File: src/rtl/true2comp_serial_pkg.sv
// Shared definitions for the calc7 true-form / two's-complement converters.
package true2comp_serial_pkg;

  // Datapath word width: bit CALC_W-1 is the sign, the rest is the magnitude.
  localparam int CALC_W = 18;

  // Converter states. The encodings are shared with comp2true0.
  typedef enum logic [1:0] {
    ST_IDLE  = 2'd0,
    ST_SHIFT = 2'd1,
    ST_DONE  = 2'd2
  } state_t;

endpackage

File: src/rtl/true2comp_serial.sv
// Bit-serial sign-magnitude to two's-complement converter.
// Processes one magnitude bit per clock, LSB first. For a negative operand the
// bits up to and including the first '1' are copied and the rest are inverted.
//
// Handshake: start is sampled only in IDLE (busy=0). The cycle after an accepted
// start, busy rises and stays high through SHIFT and DONE. done is a one-cycle
// pulse in DONE. dataout/negzero are valid from that cycle and are held until
// the next conversion completes. A start seen while busy=1 is dropped, not queued.
module true2comp_serial
  import true2comp_serial_pkg::*;
#(
  parameter int W = CALC_W
) (
  input  logic         clk,
  input  logic         rst,
  input  logic         start,
  input  logic [W-1:0] datain,
  output logic         busy,
  output logic         done,
  output logic [W-1:0] dataout,
  output logic         negzero,
  output state_t       state_dbg
);

  localparam int              CW   = $clog2(W);
  localparam logic [CW-1:0]   LAST = CW'(W - 2);

  state_t         state;
  state_t         state_next;
  logic           sign;
  logic [W-2:0]   mag;
  logic [W-2:0]   res;
  logic [CW-1:0]  cnt;
  logic           seen_one;

  logic           bit_in;
  logic           bit_out;
  logic           seen_next;
  logic           last_bit;

  // Per-bit conversion: copy until the first '1' (inclusive), then invert.
  always_comb begin
    bit_in    = mag[0];
    bit_out   = sign ? (bit_in ^ seen_one) : bit_in;
    seen_next = seen_one | (sign & bit_in);
    last_bit  = (state == ST_SHIFT) && (cnt == LAST);
  end

  // State register.
  always_ff @(posedge clk) begin
    if (rst) begin
      state <= ST_IDLE;
    end else begin
      state <= state_next;
    end
  end

  // Next-state logic.
  always_comb begin
    state_next = state;
    case (state)
      ST_IDLE:  if (start) state_next = ST_SHIFT;
      ST_SHIFT: if (last_bit) state_next = ST_DONE;
      ST_DONE:  state_next = ST_IDLE;
      default:  state_next = ST_IDLE;
    endcase
  end

  // Datapath: capture, serial shift, and result load.
  // The result word is assembled on the edge that leaves SHIFT so that
  // dataout is already valid during the DONE cycle when done is high.
  // For a negative operand seen_next on the last bit equals |magnitude,
  // which gives both the result sign and the negative-zero flag.
  always_ff @(posedge clk) begin
    if (rst) begin
      sign     <= 1'b0;
      mag      <= '0;
      res      <= '0;
      cnt      <= '0;
      seen_one <= 1'b0;
      dataout  <= '0;
      negzero  <= 1'b0;
    end else begin
      case (state)
        ST_IDLE: begin
          if (start) begin
            sign     <= datain[W-1];
            mag      <= datain[W-2:0];
            res      <= '0;
            cnt      <= '0;
            seen_one <= 1'b0;
          end
        end
        ST_SHIFT: begin
          mag      <= mag >> 1;
          res      <= {bit_out, res[W-2:1]};
          cnt      <= cnt + 1'b1;
          seen_one <= seen_next;
          if (last_bit) begin
            dataout <= {sign & seen_next, bit_out, res[W-2:1]};
            negzero <= sign & ~seen_next;
          end
        end
        default: begin
        end
      endcase
    end
  end

  // Handshake outputs decoded from the state.
  always_comb begin
    busy      = (state != ST_IDLE);
    done      = (state == ST_DONE);
    state_dbg = state;
  end

endmodule

File: config.mk
export PLATFORM = sky130hd
export DESIGN_NAME = true2comp_serial
export DESIGN_NICKNAME = d
export VERILOG_FILES = /design/src/rtl/true2comp_serial_pkg.sv /design/src/rtl/true2comp_serial.sv
export SDC_FILE = /design/constraint.sdc
export NUM_CORES = 1
export LEC_CHECK = 0
export CAP_MARGIN = 20
export CORE_MARGIN = 2
export CORE_UTILIZATION = 55
export DETAILED_ROUTE_END_ITERATION = 7
export PLACE_DENSITY = 0.86
export SLEW_MARGIN = 20
export SYNTH_ARGS = -nofsm -noshare
export SYNTH_HDL_FRONTEND = slang
export SYNTH_SLANG_ARGS = --single-unit
File: constraint.sdc
create_clock -name clk -period 3.4 [get_ports clk]
set_input_delay 0.85 -clock clk [delete_from_list [all_inputs] [get_ports clk]]
set_output_delay 0.85 -clock clk [all_outputs]
set_load 0.02 [all_outputs]
# Yosys cells after proc, flatten, opt, wreduce, memory -nomap -nowiden
# Cells that the tools add are included.
# op_classes
add_sub_neg	1
multipliers	0
n_div	0
order_cmp	0
n_eq_ne	5
n_shift	0
n_mux	12
n_bitwise	6
reduce_logical	8
# op_table
op	count
17-bit case mux with 2 select lines	2
17-bit two-way mux	2
5-bit case mux with 2 select lines	1
2-bit AND reduction	4
5-bit by 1-bit adder with 5-bit output, second input constant	1
5-bit equality test, second input constant	1
5-bit two-way mux	1
2-bit two-way mux	2
2-bit != test, second input constant	2
2-bit case mux with 2 select lines	1
2-bit nonzero test	2
1-bit AND	3
2-bit by 1-bit equality test with 1-bit output, second input constant	1
2-bit equality test, second input constant	1
2-bit logical NOT	1
1-bit two-way mux	2
1-bit case mux with 2 select lines	1
1-bit logical AND	1
1-bit NOT	1
1-bit bitwise OR	1
1-bit XOR	1
# totals
ff_bits	62
latchBits	0
ram_bits	0
rom_bits	0
in_bits	21
wordCells	40
memories	0

# Longest topological paths before layout
# Gate-level depths: netlist of the first run.
# logic_depth
ltp_word	4
mapped_depth	7

# Least setup slack after synthesis of the first run
# Ideal clock, no wire load.
# synth_path
kind	flip-flop to output port
from	register state[1] (netlist: state_dbg[1])
to	output port done
arrival_time_ns	1.352
setup_slack_ns	1.198
stages_incl_launch_ff	4
n_path_buf	2
path_cell_list	dfxtp_1 > buf_2 > clkbuf_1 > nor2b_1
# synth_via
elab_chain_len	1
# synth_rtl
element	line_no	rtl
from (decl)	true2comp_serial.sv:28	state_t state;
from (signal assigned)	true2comp_serial.sv:54	state <= state_next;
2-bit equality test	true2comp_serial.sv:113	done = (state == ST_DONE);
to (decl)	true2comp_serial.sv:19	output logic done,
# Every way passes these cells.

# Final worst setup path of the first run
# layout_path
from	register state[0] (netlist: state_dbg[0])
to	output port busy
# layout_via
elab_chain_len	1
# layout_rtl
element	line_no	rtl
2-bit nonzero test	true2comp_serial.sv:112	busy = (state != ST_IDLE);
to (decl)	true2comp_serial.sv:18	output logic busy,
# Every way passes these cells.

==> results of run 1 <==
worst paths after layout:
| check | start | to | slack, ps |
|---|---|---|---|
| setup / recovery | state_dbg[0] | busy | 650 |
| hold / removal | res[1] | dataout[0] | 470 |
| setup reg to reg | state_dbg[0] | cnt[0] | 1210 |
| hold reg to reg | res[1] | dataout[0] | 470 |
worst register-to-register path, stage by stage, from the launching register on:
cell      delay, ps
dfxtp_1         790
and2b_1         740
buf_4           330
nor2_1           60
a211oi_1        190
power by group:
part | leakage, nW | internal (W) | total, W | switching [W]
sequential | 0.496 | 0.000739 | 0.000758 | 0.0000190
combinational | 0.514 | 0.0000693 | 0.000156 | 0.0000869
clock | 0.0985 | 0.000411 | 0.000696 | 0.000284
flip-flops by register name, indices dropped and copies added (netlist names):
name / cells
mag: 17
sign: 1
state_dbg: 2
cnt: 5
res: 16
seen_one: 1
dataout: 18
negzero: 1
layer usage:
metal / GRT usage [%] / vias to the layer above
met1: 29.4 / 1098
met2: 34.4 / 46
met4: 11.9 / 0
met5: 0 / -
met3: 3.70 / 9
li1: - / 1166
through the flow:
step | util (%) | setup WS (ps) | hold WS, ps
after detailed placement | 64.4 | 808 | 460
after floorplan | - | 1200 | 443
after CTS | 69.0 | 625 | 466
after global routing | 69.0 | 513 | 481
final | 69.0 | 655 | 470
after global placement | 64.4 | 849 | 454
layout by cell type, fill, tap and decap left out, drive strengths merged, types with 6 or more instances in the layout:
master         Yosys  final
dfxtp             61     61
a21oi             54     54
clkdlybuf4s50      0     42
nand3             33     33
nor2              23     23
nand2             23     23
o21ai             19     19
nand2b            17     17
nor3              16     16
or3b              16     16
clkbuf            12     10
buf               19      6
area by class of cell:
class,instances,area (um2)
Clock buffer,10,128
Inverter,3,11.3
Tap cell,54,67.6
Sequential cell,61,1220
Fill cell,367,1450
Timing Repair Buffer,48,463
Multi-Input combinational cell,226,1260
Clock inverter,6,87.6
cells by family after synthesis:
kind of cell	after synthesis	synth area share, %
xor+xnor	1	0.330
fa+ha+maj	2	0.942
compound gates	80	16.3
simple gates	142	29.5
mux	1	0.424
flops	61	46.0
buf+inv	34	6.59
==> flow_metrics.tcl, run 1 <==
set metrics [dict create \
    grt.overflow.total 0 \
    status "complete, no violations" \
    insertion_delay_ps 340 \
    synth_cells 321 \
    yosys_most_used_dff "dfxtp_1" \
    synth_area_um2 2660 \
    slowest_delay_ps 790 \
    core_area_um2 4690 \
    period_share_pct 80.7 \
    io_pins 44 \
    cts_tree "built" \
    synth_area_leaders "dfxtp_1 46%, a21oi_1 10%, nand3_1 6.2%" \
    critPathCaptureType "output pin" \
    worstHoldPathCells 2 \
    synth.most_common_cell "dfxtp_1" \
    worst_pin_slew_ps 941 \
    wl_met2_um 2730 \
    dr_wl_met3_um 204 \
    crit_type "flop to output pin" \
    hp-class "flop to flop" \
    synth_area_leader_cell "dfxtp_1" \
    dr.max_layer_used "met4" \
    timing.fmax_ghz 0.364 \
    antennaDiodeCount 0 \
    syn_nets 344 \
    path_depth 2 \
    yosys_warnings 0 \
    layout-drive-gt1-share_pct 7.06 \
    tns_ps 0 \
    drv_slew 0 \
    drt_first_iter_violations 169 \
    hold_violations 0 \
    stdcell_count 408 \
    numCtsBuffers 9 \
    reg2regPathDepth 4 \
    synth-async-reset-ratio_pct 0 \
    cts_resized 0 \
    num_vias 2319 \
    dp.final_hpwl_um 3420 \
    ant_nets 0 \
    cts_root_buf "clkbuf_8" \
    period_needed_ps 2750 \
    maxCapViolations 0 \
    cts.htree.levels 3 \
    drt_first_pass_iters 4 \
    synth_cell_types 40 \
    setup_viol 0 \
    arrival_ps 1900 \
    power_density_nw_per_um2 497 \
    cts_buffer_depth 2 \
    ctsHoldBuffers 0 \
    die_h_um 73.5 \
    post_cts.repair.setup_buffers 0 \
    fin_area_um2 3240 \
    final_net_count 372 \
    synth_edf_count 0 \
    place_inst 392 \
    wl_met1_um 2540 \
    drc_errors 0 \
    clk_pin_slew_ps 60 \
    wl_per_cell_um 13.7 \
    fp.dieW_um 73.5 \
    grt_util_all_layers_pct 22.2 \
    cpLargestDelayFamily "flip-flops" \
    initial_core_util_pct 56.6 \
    gp_congestion 0.749 \
    wl_um 5580 \
    peakVddDrop_v 0.000271 \
    cts_sinks 61 \
    antenna_found_initial 0 \
    cp_max_fo 26 \
    grt_pass1_wl_um 9290 \
    die_area_um2 5400 \
    io_buffers 43 \
    yosysSeqAreaShare_pct 46.0 \
    place_area_um2 3020 \
    area_growth_syn_to_layout_pct 21.9 \
    timing.slew.headroom_pct 36.9 \
    cp-start-kind "flop" \
    power_w 0.00161 \
    syn_avg_cell_area_um2 8.28 \
    crit_chain "or2_1 > clkdlybuf4s50_1" \
    grt_max_degree 44 \
    via_per_inst 5.68 \
    ys_ff_latch 61 \
    leakagePower_nw 1.11 \
    cpMaxStageDelayCell "dfxtp_1" \
    required_ps 2550 \
    rsz0062_at_grt "false" \
    rows 25 \
    critPathBufInv 1 \
    synthTopCellsByCount "61 x dfxtp_1, 53 x a21oi_1, 33 x nand3_1" \
    synth_top_area_share_pct 46.0 \
    grt_pass1_vias 2079 \
    finClkSkew_ps 8.97 \
]
Note: power is estimated with default switching activity, not from simulation.
==> inputs of run 2 (changes only) <==
--- a/config.mk
+++ b/config.mk
@@ -7,9 +7,9 @@
 export LEC_CHECK = 0
 export CAP_MARGIN = 20
 export CORE_MARGIN = 2
-export CORE_UTILIZATION = 55
+export CORE_UTILIZATION = 47
 export DETAILED_ROUTE_END_ITERATION = 7
-export PLACE_DENSITY = 0.86
+export PLACE_DENSITY = 0.79
 export SLEW_MARGIN = 20
 export SYNTH_ARGS = -nofsm -noshare
 export SYNTH_HDL_FRONTEND = slang
==> constraint.sdc (replaced) <==
create_clock -name clk -period 2.42 [get_ports clk]
set_input_delay 0.605 -clock clk [delete_from_list [all_inputs] [get_ports clk]]
set_output_delay 0.605 -clock clk [all_outputs]
set_load 0.02 [all_outputs]
==> run 2 against run 1 <==
Worst setup slack got worse by 450 ps. Count of clock-buffer cells in the layout down 1. Via count grew 2.8%. Design area up 2.2%. Cell count grew 6.6%. Register-to-register slack got worse by 660 ps. Utilization down 8.5 points. Largest power group unchanged. Non-clock buffer count is 9 higher. Sequential power grew 40%. Hold slack worse by 1.7 ps. Clock power grew 30%. Die area increased by 16%.
==> flow_metrics.tcl, run 2 (synthesis gave the netlist of run 1 again) <==
set metrics [dict create \
    cts_buffer_depth 2 \
    preCtsSetupSlack_ps 311 \
    cpLargestDelayFamily "buffers and inverters" \
    timing.fmax_ghz 0.451 \
    seq_area_um2 1220 \
    layout.cells.most_common_list "61 x dfxtp_1, 53 x a21oi_1, 42 x clkdlybuf4s50_1" \
    clk_pin_slew_ps 70 \
    stdcell_count 435 \
    r2r_setup_slack_ps 550 \
    largestRegisters "dataout x18, mag x17, res x16" \
    fin_area_um2 3310 \
    dp.final_hpwl_um 3770 \
    largest-register "dataout" \
    grt.overflow.total 0 \
    status "complete, no violations" \
    required_ps 1810 \
    die_h_um 79.2 \
    area_growth_syn_to_layout_pct 24.6 \
    largest_register_ffs 18 \
    drt_first_iter_violations 206 \
    fp.dieW_um 79.2 \
    io_buffers 43 \
    slowest_delay_ps 590 \
    setup_viol 0 \
    rows 27 \
    cts_resized 0 \
    cpMaxStageDelayCell "clkdlybuf4s50_1" \
    grt_pass1_vias 2318 \
    ant_nets 0 \
    hp-class "flop to flop" \
    numCtsBuffers 9 \
    io_pins 44 \
    tns_ps 0 \
    gp_congestion 0.742 \
    cts_tree "built" \
    initial_core_util_pct 48.5 \
    worst_pin_slew_ps 680 \
    die_area_um2 6270 \
    insertion_delay_ps 340 \
    grt_pass1_wl_um 10200 \
    period_needed_ps 2220 \
    grt_util_all_layers_pct 20.6 \
    layout-drive-gt1-share_pct 9.64 \
    multi_input_area_um2 1260 \
    cts.htree.levels 3 \
    rsz0062_at_grt "false" \
    antennaDiodeCount 0 \
    fillerInstances 487 \
    cts_root_buf "clkbuf_8" \
    timing.slew.headroom_pct 54.6 \
    critPathCaptureType "output pin" \
    hold_violations 0 \
    finClkSkew_ps 10.8 \
    final_common_cell "dfxtp_1" \
    critPathBufInv 1 \
    drv_slew 0 \
    power_density_nw_per_um2 666 \
    period_share_pct 91.7 \
    ctsHoldBuffers 0 \
    crit_type "flop to output pin" \
    grt_max_degree 37 \
    place_inst 419 \
    wl_um 5870 \
    cp_max_fo 12 \
    crit_chain "or2_1 > clkdlybuf4s50_1" \
    leakagePower_nw 1.15 \
    peakVddDrop_v 0.000327 \
    layout_setup_ws_ps 202 \
    post_cts.repair.setup_buffers 0 \
    antenna_found_initial 0 \
    drc_errors 0 \
    power_w 0.00220 \
    maxCapViolations 0 \
    place_area_um2 3110 \
    via_per_inst 5.48 \
    core_area_um2 5470 \
    cts_sinks 61 \
    num_vias 2384 \
    arrival_ps 1610 \
    final_net_count 381 \
    drt_first_pass_iters 4 \
    cp-start-kind "flop" \
    wl_per_cell_um 13.5 \
]
[run 2: area by class of cell]
cell class / instances / share of cell area (%)
Timing Repair Buffer: 57 / 16.0
Clock buffer: 9 / 3.74
Multi-Input combinational cell: 226 / 38.1
Clock inverter: 7 / 2.23
Inverter: 3 / 0.340
Tap cell: 72 / 2.72
Sequential cell: 61 / 36.9
[run 2: report_power, final]
part | total [W] | internal (W) | switching [W] | leakage (nW)
sequential | 0.00106 | 0.00104 | 0.0000229 | 0.496
combinational | 0.000238 | 0.000108 | 0.000130 | 0.557
clock | 0.000905 | 0.000478 | 0.000427 | 0.0996
total | 0.00220 | 0.00162 | 0.000580 | 1.15
[run 2: worst min-delay path: stages, from the launching register on]
cell     delay, ps
dfxtp_1        310
nand3_1         60
a21oi_1         60
[run 2: routing by layer]
metal,part of all wire [%],vias up,global-route usage (%)
met5,0,-,0
met4,1.5,0,9.83
met3,5.4,9,5.23
met2,48,64,32.6
met1,45,1122,26.1
li1,-,1189,-
[run 2: final timing paths]
| check | start | depth (start not counted) | to |
|---|---|---|---|
| min | mag[16] | 2 | mag[16] |
| max | state_dbg[0] | 2 | busy |
| min reg2reg | mag[16] | 2 | mag[16] |
| max reg2reg | state_dbg[0] | 5 | cnt[4] |
[run 2: through the flow]
stage               hold slack (ps)  util [%]
floorplan                       443         -
global placement                455      56.9
detailed placement              460      56.9
CTS                             469      60.5
global route                    493      60.5
finish                          469      60.5
==> inputs of run 3 (changes only) <==
--- a/config.mk
+++ b/config.mk
@@ -5,11 +5,12 @@
 export SDC_FILE = /design/constraint.sdc
 export NUM_CORES = 1
 export LEC_CHECK = 0
-export CAP_MARGIN = 20
 export CORE_MARGIN = 2
 export CORE_UTILIZATION = 47
 export DETAILED_ROUTE_END_ITERATION = 7
 export PLACE_DENSITY = 0.79
+export REMOVE_ABC_BUFFERS = 1
+export SKIP_CTS_REPAIR_TIMING = 1
 export SLEW_MARGIN = 20
 export SYNTH_ARGS = -nofsm -noshare
 export SYNTH_HDL_FRONTEND = slang
==> run 3 against run 2 <==
Utilization is 0.14 points higher. Non-clock buffer count is 1 lower. Combinational power hardly changed. Sequential share of layout area is 0.083 points lower. Critical path type unchanged. Critical endpoint unchanged.
==> flow_metrics.tcl, run 3 (synthesis gave the netlist of run 1 again) <==
set metrics [dict create \
    status "complete, no violations" \
    cts.htree.levels 3 \
    final_common_cell "dfxtp_1" \
    die_area_um2 6270 \
    timing.slew.headroom_pct 58.3 \
    r2r_setup_slack_ps 700 \
    core_area_um2 5470 \
    via_per_inst 5.36 \
    seq_area_um2 1220 \
    fillerInstances 528 \
    drc_errors 0 \
    area_growth_syn_to_layout_pct 24.9 \
    final_core_util_pct 60.6 \
    cts_sinks 61 \
    drt_first_pass_iters 4 \
    timing.fmax_ghz 0.452 \
    multi_input_area_um2 1260 \
    hp-class "flop to flop" \
    wl_per_cell_um 12.9 \
    dp.final_hpwl_um 3740 \
    cpMaxStageDelayCell "clkdlybuf4s50_1" \
    leakagePower_nw 1.15 \
    num_vias 2328 \
    critPathCaptureType "output pin" \
    antennaDiodeCount 0 \
    cp-start-kind "flop" \
    grt_pass1_wl_um 9210 \
    fin_hold_ws_ps 471 \
    period_needed_ps 2210 \
    finClkSkew_ps 3.73 \
    arrival_ps 1610 \
    layout.cells.most_common_list "61 x dfxtp_1, 53 x a21oi_1, 42 x clkdlybuf4s50_1" \
    grt.overflow.total 0 \
    clk_pin_slew_ps 70 \
    worst_pin_slew_ps 625 \
    final_net_count 380 \
    largest-register "dataout" \
    cp_max_fo 9 \
    slowest_delay_ps 600 \
    power_density_nw_per_um2 660 \
    setup_viol 0 \
    numCtsBuffers 9 \
    rows 27 \
    grt_util_all_layers_pct 18.5 \
    layout-drive-gt1-share_pct 9.39 \
    maxCapViolations 0 \
    insertion_delay_ps 340 \
    ant_nets 0 \
    cts_buffer_depth 2 \
    wl_um 5610 \
    crit_chain "or2_1 > clkdlybuf4s50_1" \
    fp.dieW_um 79.2 \
    required_ps 1810 \
    crit_type "flop to output pin" \
    io_pins 44 \
    drt_first_iter_violations 148 \
    cts_root_buf "clkbuf_8" \
    largest_register_ffs 18 \
    cts_tree "built" \
    antenna_found_initial 0 \
    grt_pass1_vias 2077 \
    period_share_pct 91.5 \
    rsz0062_at_grt "false" \
    die_h_um 79.2 \
    initial_core_util_pct 48.5 \
    drv_slew 0 \
    grt_max_degree 35 \
    io_buffers 43 \
    gp_congestion 0.768 \
    largestRegisters "dataout x18, mag x17, res x16" \
    peakVddDrop_v 0.000364 \
    hold_violations 0 \
]
## run 3: cell count changes in the layout (fill, tap and decap cells not counted), sizes merged
cell / delta
buf: -1
clkinvlp: +1
inv: -1
## run 3: final timing paths
path                      from     endpoint  depth (start not counted)
hold reg to reg        res[10]       res[9]                          2
hold / removal         res[10]       res[9]                          2
setup / recovery  state_dbg[0]         busy                          2
setup reg to reg  state_dbg[1]  dataout[15]                          5
## run 3: worst max-delay path: cells and delay by family, from the launching register on
kind                   cells  cell delay [ps]
buffers and inverters      1              600
AND/OR/NAND/NOR            1              150
flip-flops                 1              520
## run 3: through the flow
stage                     setup slack (ps)  total power [W]  instances  setup TNS [ps]  instance area, um2
after floorplan                       -206          0.00121        290            -206                2490
after global placement                 449          0.00132        418               0                3120
after detailed placement               371          0.00132        418               0                3120
after CTS                              160          0.00221        434               0                3320
after global routing                   147          0.00230        434               0                3320
final                                  206          0.00219        434               0                3320
## run 3: final cells by class
type                            instances  area share, %
Multi-Input combinational cell        226           38.0
Sequential cell                        61           36.8
Timing Repair Buffer                   56           16.1
Clock buffer                            9           3.73
Tap cell                               72           2.71
Clock inverter                          7           2.30
Inverter                                3          0.339
## run 3: where the power goes
group / leakage (nW) / switching [W] / internal, W / total, W
Combinational: 0.557 / 0.000129 / 0.000110 / 0.000239
Clock: 0.0954 / 0.000414 / 0.000478 / 0.000891
Sequential: 0.496 / 0.0000227 / 0.00104 / 0.00106
## run 3: layer usage
metal  share of wire [%]  track usage, %  vias up
li1                    -               -     1189
met5                   0               0        -
met1                  46            23.3     1073
met3                 5.3            6.59        4
met4                0.62            4.14        0
met2                  48            30.3       62
